## src/rtl/rom_fetch_arbiter_pkg.sv

```systemverilog
// Shared constants and types for the ROM fetch arbiter: address geometry,
// the NOP fill word and port identifiers.
package rom_fetch_arbiter_pkg;

    localparam int          ROM_ADDR_W = 5;
    localparam int          WORD_SHIFT = 2;
    localparam logic [31:0] NOP_INSTR  = 32'h0000_0000;

    typedef enum logic [0:0] {
        PORT_FETCH = 1'b0,
        PORT_DBG   = 1'b1
    } port_e;

    // Flags a byte address that is misaligned or lies beyond the ROM word range.
    function automatic logic addr_bad(input logic [31:0] byte_addr, input int addr_w);
        logic [31:0] hi_mask;
        hi_mask  = ~((32'd1 << (addr_w + WORD_SHIFT)) - 32'd1);
        addr_bad = (byte_addr[1:0] != 2'b00) || ((byte_addr & hi_mask) != 32'd0);
    endfunction

endpackage

```

## src/rtl/rom_fetch_arbiter_slot.sv

```systemverilog
// rom_rsp_slot: single-entry response register with valid/ready hold.
// A load in the same cycle as a handshake replaces the old response.
module rom_rsp_slot
    import rom_fetch_arbiter_pkg::*;
(
    input  logic        clk,
    input  logic        rst_n,
    input  logic        load,
    input  logic [31:0] load_data,
    input  logic        load_err,
    input  logic        rsp_ready,
    output logic        can_load,
    output logic        rsp_valid,
    output logic [31:0] rsp_data,
    output logic        rsp_err
);

    logic        rsp_valid_r;
    logic [31:0] rsp_data_r;
    logic        rsp_err_r;

    assign can_load  = !rsp_valid_r || rsp_ready;
    assign rsp_valid = rsp_valid_r;
    assign rsp_data  = rsp_data_r;
    assign rsp_err   = rsp_err_r;

    // Response register: refill on load, drop valid on handshake, otherwise hold.
    always_ff @(posedge clk or negedge rst_n) begin
        if (!rst_n) begin
            rsp_valid_r <= 1'b0;
            rsp_data_r  <= NOP_INSTR;
            rsp_err_r   <= 1'b0;
        end else if (load) begin
            rsp_valid_r <= 1'b1;
            rsp_data_r  <= load_data;
            rsp_err_r   <= load_err;
        end else if (rsp_valid_r && rsp_ready) begin
            rsp_valid_r <= 1'b0;
        end else begin
            rsp_valid_r <= rsp_valid_r;
        end
    end

endmodule

```

## src/rtl/rom_fetch_arbiter.sv

```systemverilog
// Two-port arbiter in front of the combinational instruction ROM: fetch has
// priority, debug is forced after STARVE_LIMIT contested losses.
// Optional address checking is enabled with `define ROM_ARB_ADDR_CHECK_EN.
module rom_fetch_arbiter
    import rom_fetch_arbiter_pkg::*;
#(
    parameter int ADDR_W       = ROM_ADDR_W,
    parameter int STARVE_LIMIT = 4
) (
    input  logic              clk,
    input  logic              rst_n,
    input  logic              f_req,
    input  logic [31:0]       f_addr,
    output logic              f_gnt,
    output logic              f_rsp_valid,
    output logic [31:0]       f_rsp_data,
    output logic              f_rsp_err,
    input  logic              f_rsp_ready,
    input  logic              d_req,
    input  logic [31:0]       d_addr,
    output logic              d_gnt,
    output logic              d_rsp_valid,
    output logic [31:0]       d_rsp_data,
    output logic              d_rsp_err,
    input  logic              d_rsp_ready,
    output logic [ADDR_W-1:0] rom_addr,
    input  logic [31:0]       rom_instr
);

    localparam int CNT_W = $clog2(STARVE_LIMIT + 1);
    localparam logic [CNT_W-1:0] CNT_MAX = CNT_W'(STARVE_LIMIT);

    logic              f_free_s;
    logic              d_free_s;
    logic              f_elig_s;
    logic              d_elig_s;
    logic              contest_s;
    logic              win_any_s;
    port_e             win_port_s;
    logic [31:0]       sel_addr_s;
    logic              sel_err_s;
    logic [31:0]       load_data_s;
    logic [ADDR_W-1:0] rom_addr_r;
    logic [CNT_W-1:0]  starve_cnt_r;

    assign f_elig_s  = f_req && f_free_s;
    assign d_elig_s  = d_req && d_free_s;
    assign contest_s = f_elig_s && d_elig_s;

    // Winner selection: fetch first unless debug has been starved long enough.
    always_comb begin
        win_any_s  = 1'b0;
        win_port_s = PORT_FETCH;
        if (contest_s) begin
            win_any_s  = 1'b1;
            win_port_s = (starve_cnt_r == CNT_MAX) ? PORT_DBG : PORT_FETCH;
        end else if (f_elig_s) begin
            win_any_s  = 1'b1;
            win_port_s = PORT_FETCH;
        end else if (d_elig_s) begin
            win_any_s  = 1'b1;
            win_port_s = PORT_DBG;
        end else begin
            win_any_s  = 1'b0;
            win_port_s = PORT_FETCH;
        end
    end

    assign f_gnt      = win_any_s && (win_port_s == PORT_FETCH);
    assign d_gnt      = win_any_s && (win_port_s == PORT_DBG);
    assign sel_addr_s = (win_port_s == PORT_DBG) ? d_addr : f_addr;
    assign rom_addr   = win_any_s ? sel_addr_s[ADDR_W+1:WORD_SHIFT] : rom_addr_r;

`ifdef ROM_ARB_ADDR_CHECK_EN
    assign sel_err_s = addr_bad(sel_addr_s, ADDR_W);
`else
    // Byte-offset and out-of-range bits carry no meaning without checking.
    logic unused_addr_bits_s;
    assign unused_addr_bits_s = ^{sel_addr_s[31:ADDR_W+2], sel_addr_s[1:0]};
    assign sel_err_s          = 1'b0;
`endif

    assign load_data_s = sel_err_s ? NOP_INSTR : rom_instr;

    // Last granted word address, presented to the ROM in idle cycles.
    always_ff @(posedge clk or negedge rst_n) begin
        if (!rst_n) begin
            rom_addr_r <= {ADDR_W{1'b0}};
        end else if (win_any_s) begin
            rom_addr_r <= sel_addr_s[ADDR_W+1:WORD_SHIFT];
        end else begin
            rom_addr_r <= rom_addr_r;
        end
    end

    // Count contested fetch wins; any debug win or idle debug port resets it.
    always_ff @(posedge clk or negedge rst_n) begin
        if (!rst_n) begin
            starve_cnt_r <= {CNT_W{1'b0}};
        end else if (!d_req || d_gnt) begin
            starve_cnt_r <= {CNT_W{1'b0}};
        end else if (contest_s && f_gnt && (starve_cnt_r < CNT_MAX)) begin
            starve_cnt_r <= starve_cnt_r + {{(CNT_W-1){1'b0}}, 1'b1};
        end else begin
            starve_cnt_r <= starve_cnt_r;
        end
    end

    rom_rsp_slot u_f_slot (
        .clk       (clk),
        .rst_n     (rst_n),
        .load      (f_gnt),
        .load_data (load_data_s),
        .load_err  (sel_err_s),
        .rsp_ready (f_rsp_ready),
        .can_load  (f_free_s),
        .rsp_valid (f_rsp_valid),
        .rsp_data  (f_rsp_data),
        .rsp_err   (f_rsp_err)
    );

    rom_rsp_slot u_d_slot (
        .clk       (clk),
        .rst_n     (rst_n),
        .load      (d_gnt),
        .load_data (load_data_s),
        .load_err  (sel_err_s),
        .rsp_ready (d_rsp_ready),
        .can_load  (d_free_s),
        .rsp_valid (d_rsp_valid),
        .rsp_data  (d_rsp_data),
        .rsp_err   (d_rsp_err)
    );

endmodule

```

## config.mk

```make
export PLATFORM = sky130hd
export DESIGN_NAME = rom_fetch_arbiter
export DESIGN_NICKNAME = d
export VERILOG_FILES = /design/src/rtl/rom_fetch_arbiter_pkg.sv /design/src/rtl/rom_fetch_arbiter_slot.sv /design/src/rtl/rom_fetch_arbiter.sv
export SDC_FILE = /design/constraint.sdc
export NUM_CORES = 1
export LEC_CHECK = 0
export CAP_MARGIN = 20
export CORE_MARGIN = 2
export CORE_UTILIZATION = 30
export DETAILED_ROUTE_END_ITERATION = 16
export PLACE_DENSITY = 0.67
export SLEW_MARGIN = 20
export SYNTH_ARGS = -nofsm -noshare
export SYNTH_HDL_FRONTEND = slang
export SYNTH_SLANG_ARGS = --single-unit
export TNS_END_PERCENT = 5
```

## constraint.sdc

```tcl
create_clock -name clk -period 2.32 [get_ports clk]
set_input_delay 0.232 -clock clk [delete_from_list [all_inputs] [get_ports clk]]
set_output_delay 0.232 -clock clk [all_outputs]
set_load 0.005 [all_outputs]
```

* Yosys cells after proc, flatten, opt, wreduce, memory -nomap -nowiden
Index checks and enable logic that the tools add are counted.
Cells by class: $add $sub $neg 1, order comparisons 1, equal/unequal tests 1, multiplexer cells 14, bitwise operators 1, reductions and logical operators 18
Operator list (count):
- $mux W1 | 10
- $logic_and A1 B1 Y1 | 9
- $mux W7 | 1
- $mux W3 | 2
- $reduce_bool A2 Y1 | 3
- $mux W5 | 1
- $add A3 B1 Y3 const B | 1
- $eq A3 B3 Y1 const B | 1
- $logic_not A1 Y1 | 3
- $logic_or A1 B1 Y1 | 3
- $lt A3 B3 Y1 const B | 1
- $not A1 Y1 | 1
Word-level totals: flip-flop bits (word level) 74, output and inout bits 75, logic and storage cells 42

* Longest topological paths before layout
word-level depth 12, depth in mapped cells 9, mapped depth without buffers 7

* Hierarchy
From an unflattened synthesis, not the netlist that was laid out.
Unflattened totals: cells, all modules 188, area total of the unflattened synthesis 3281.9 sq um
Modules (own cells, without submodules):
- rom_rsp_slot | times used 2, cells an instance 73, area each 1415.1 sq um, seq. area each 850.8 sq um
- rom_fetch_arbiter | times used 1, cells an instance 42, area each 451.7 sq um, seq. area each 200.2 sq um

* Worst setup path after synthesis
OpenSTA, ideal clock, no wires.
path type register to register, start register starve_cnt_r[0], end register u_d_slot.rsp_data_r[10], in the netlist u_d_slot.rsp_data[10], library setup time 0.125 ns, data arrival time 1.639 ns, setup slack 0.556 ns, cell stages (with the launch flop) 7, path buffers 1, path through dfrtp_1 > inv_1 > ha_1 > nand2_1 > a311oi_4 > buf_6 > mux2_2
On the way: cells in the longest elaborated chain, start to end 4
Ends and longest elaborated chain:
- from (decl) | line rom_fetch_arbiter.sv:44 | logic [CNT_W-1:0] starve_cnt_r;
- from (signal assigned) | line rom_fetch_arbiter.sv:99 | starve_cnt_r <= {CNT_W{1'b0}};
- from (signal assigned) | line rom_fetch_arbiter.sv:101 | starve_cnt_r <= {CNT_W{1'b0}};
- from (signal assigned) | line rom_fetch_arbiter.sv:103 | starve_cnt_r <= starve_cnt_r + {{(CNT_W-1){1'b0}}, 1'b1};
- $eq A3 B3 Y1 | line rom_fetch_arbiter.sv:56 | win_port_s = (starve_cnt_r == CNT_MAX) ? PORT_DBG : PORT_FETCH;
- $mux W1 | line rom_fetch_arbiter.sv:56
- $mux W1 | line rom_fetch_arbiter.sv:54 | if (contest_s) begin
- $logic_and A1 B1 Y1 | line rom_fetch_arbiter.sv:70 | assign d_gnt = win_any_s && (win_port_s == PORT_DBG);
- to (signal assigned) | line rom_fetch_arbiter_slot.sv:35 | rsp_data_r <= load_data;
- to (decl) | line rom_fetch_arbiter_slot.sv:19 | logic [31:0] rsp_data_r;
No other way between the ends. A chain may end at the register's enable or synchronous reset.

* Worst setup path after layout
start register starve_cnt_r[0], end output f_gnt
On the way: cells in the longest elaborated chain, start to end 5
Ends and longest elaborated chain:
- $eq A3 B3 Y1 | line rom_fetch_arbiter.sv:56
- $mux W1 | line rom_fetch_arbiter.sv:56
- $mux W1 | line rom_fetch_arbiter.sv:54
- $not A1 Y1 | line rom_fetch_arbiter.sv:69 | assign f_gnt = win_any_s && (win_port_s == PORT_FETCH);
- $logic_and A1 B1 Y1 | line rom_fetch_arbiter.sv:69
- to (decl) | line rom_fetch_arbiter.sv:14 | output logic f_gnt,
No other way between the ends.

==> results.cfg <==
[route]
drtIter0Drc = 57
wl_per_cell_um = 13.9
drc = 0
drt-vias-per-instance = 4.32
drtPass1Iterations = 4
vias = 2290
ant_nets = 0
wl_um = 7350

[power_and_ir_drop]
peakVddDrop_v = 0.000324
cellPowerDensity_nw_per_um2 = 792
internal_power_mw = 2.71
leakage_nw = 2.09
switching_share_pct = 25.3
pwr-share-clk_pct = 30.2
combPwrFrac_pct = 25.6
switchingPower_uw = 919
power_frac_seq_pct = 44.3

[floorplanning]
dieArea_sq_um = 10700
ios = 177
coreArea_sq_um = 9680
start_util_pct = 30.7
dieWidth_um = 104
die_h_um = 104
num_rows = 36

[outcome]
outcome = completed

[layout]
layout-drive-gt1-share_pct = 17.9
seq_area_sq_um = 1850
multi_input_area_sq_um = 1010
fillerInstances = 921
nets = 496
post-route-util_pct = 47.3
area_growth_pct = 54.1
antennaDiodeCount = 0

[timing]
fin_crit_sh_pct = 93.0
fmax_ghz = 0.464
slew_viol_final = 0
fin_crit_ns = 2.16
clock_skew_ns = 0.00518
tightest_slew_ns = 0.946
rsz0062_at_grt = no
finalSetupViolCount = 0
finalHoldViolCount = 0
slew_headroom_pct = 36.9
setup_tns_ns = 0

[critical_path]
critPathLaunch = starve_cnt_r[0]
worst_path_largest_cell_delay_ns = 0.50
cp-start-kind = flip-flop
crit_type = reg -> out
crit_arrival_ns = 1.93
r2r_end = u_d_slot.rsp_data[6]
critPathSlowestCell = clkdlybuf4s50_1
crit_fanout = 8
path_cells = inv_2 > ha_4 > nand2_4 > o311ai_4 > inv_2 > clkdlybuf4s50_1
worst_path_most_repeated_cell = inv_2
r2r-start = starve_cnt_r[0]
rr_worst_depth = 8
endpoint = f_gnt
cp_num_cells = 6
critPathTopFamily = buffers and inverters
r2r_setup_slack_ns = 0.19
cp_data_required_time_ns = 2.09
critPathCaptureType = output pin
worst-path-buf-inv = 3

[synth]
yosysSeqAreaShare_pct = 62.3
synth_top_cell_area_share_pct = 62.3
synth.distinct_cells = 27
yosys-top-cells-area = dfrtp_1, nand2_1, mux2_2
yosys_warnings = 0
synth_cells = 258
yosys.area.top_type = dfrtp_1
ys_seq_elements = 74
syn_area_sq_um = 2970
syn_avg_cell_area_sq_um = 11.5

[clock_tree]
clockRootBuffer = clkbuf_8
clock_path_buffers = 2
h-tree-depth = 3
cts_tree = done
clock_sinks = 74
clk_latency_ns = 0.34
cts_buffers = 9
clk_pin_slew_ns = 0.08
cts_hold_buf = 0

[worst_hold_path]
min_path_type = in -> async

[global_route]
antenna_found_initial = 0
grt_pass1_wl_um = 12400
grt_max_degree = 75
gr-usage-all-layers_pct = 14.5
grt_overflow_total = 0
grt_pass1_vias = 2439

[job]
maxCapViolCount = 0

[place]
gp_congestion = 0.708
hpwl_um = 5080
io_buffers = 120
-- power groups by stage --
stage	registers (mW)	logic, mW	clock network [mW]
after floorplan	1.64	0.290	0
after global placement	1.62	0.924	0
after detailed placement	1.63	0.944	0
after CTS	1.61	0.947	1.14
after global routing	1.63	1.01	1.20
final	1.61	0.927	1.09
-- worst min-delay path by stage --
stage / endpoint / slack, ns / cells past startpoint
global placement: u_d_slot.rsp_data[29] / 0.44 / 1
finish: u_d_slot.rsp_data[29] / 0.02 / 1
floorplan: rom_addr_r[0] / -0.06 / 0
detailed placement: u_d_slot.rsp_data[29] / 0.45 / 1
CTS: u_d_slot.rsp_data[25] / 0.06 / 1
global route: u_d_slot.rsp_data[29] / 0.09 / 1
-- cell families (layout without fill, tap and decap cells) --
family / after synthesis / count (layout) / share of synthesized area [%]
buffers and inverters: 18 / 156 / 4.30
multiplexers: 33 / 33 / 12.5
flip-flops: 74 / 74 / 62.3
XOR/XNOR: 1 / 1 / 0.295
other: 1 / 2 / 0.126
AND/OR/NAND/NOR: 119 / 119 / 15.9
AO/OA/AOI/OAI: 10 / 10 / 3.75
adder cells (fa/ha/maj): 2 / 2 / 0.842
-- metal layers --
layer	GRT usage, %	routed length, um
met5	0	0
met1	17.4	3150
met2	23.3	3480
met4	6.08	163
met3	5.48	553
-- registers in the layout, indices dropped and copies added (netlist names) --
signal	count
u_d_slot.rsp_data	32
u_f_slot.rsp_data	32
rom_addr_r	5
starve_cnt_r	3
u_d_slot.rsp_valid	1
u_f_slot.rsp_valid	1
-- layout by cell type (no fill, tap or decap), types with 2 or more instances in the layout --
master and instances:
a22oi_1 6, buf_4 15, bufinv_16 2, clkbuf_8 9
clkdlybuf4s50_1 113, clkinv_4 3, conb_1 2, dfrtp_1 74
dlygate4sd2_1 6, inv_2 4, mux2_1 2, mux2_2 30
nand2_1 108, nand2b_1 2, nor2_1 2
-- synthesized netlist by cell type --
| cell type | number |
|---|---|
| a311oi_4 | 1 |
| nand3b_1 | 1 |
| buf_6 | 6 |
| xnor2_1 | 1 |
| buf_2 | 3 |
| a22oi_1 | 6 |
| or2_2 | 1 |
| nand2_1 | 109 |
| o311ai_4 | 1 |
| nand2b_2 | 1 |
| ha_1 | 2 |
| buf_4 | 3 |
| inv_2 | 2 |
| inv_1 | 3 |
| nand2b_1 | 2 |
| o21bai_1 | 1 |
| conb_1 | 1 |
| nor2b_1 | 1 |
| mux2_2 | 30 |
| clkbuf_1 | 1 |
| and2b_1 | 1 |
| nor2_1 | 2 |
| mux2i_1 | 1 |
| mux2_1 | 2 |
| a31oi_1 | 1 |
| dfrtp_1 | 74 |
| nand4_1 | 1 |
-- timing repair --
action | in CTS | in global routing
setup endpoints to repair | 6 | 0
resized for setup | 13 | 0
setup buffers | 2 | 0
-- metrics by stage --
stage / power, mW / instances / hold slack, ns / instance area (sq um) / worst slack (ns)
after floorplan: 1.93 / 259 / -0.0636 / 2970 / 0.556
after global placement: 2.55 / 512 / 0.436 / 4330 / -0.0998
after detailed placement: 2.58 / 512 / 0.447 / 4330 / -0.132
after CTS: 3.70 / 530 / 0.0598 / 4580 / 0.118
after global routing: 3.85 / 530 / 0.0943 / 4580 / 0.0377
final: 3.63 / 530 / 0.0227 / 4580 / 0.163
-- area by class of cell --
type / instances / area share (%)
multi-input cells: 167 / 22.2
flip-flops and latches: 74 / 40.4
inverters: 5 / 0.410
clock buffers: 10 / 2.79
well taps: 133 / 3.63
clock inverters: 6 / 2.00
repair buffers: 135 / 28.6
Note: power is estimated with default switching activity, not from simulation.
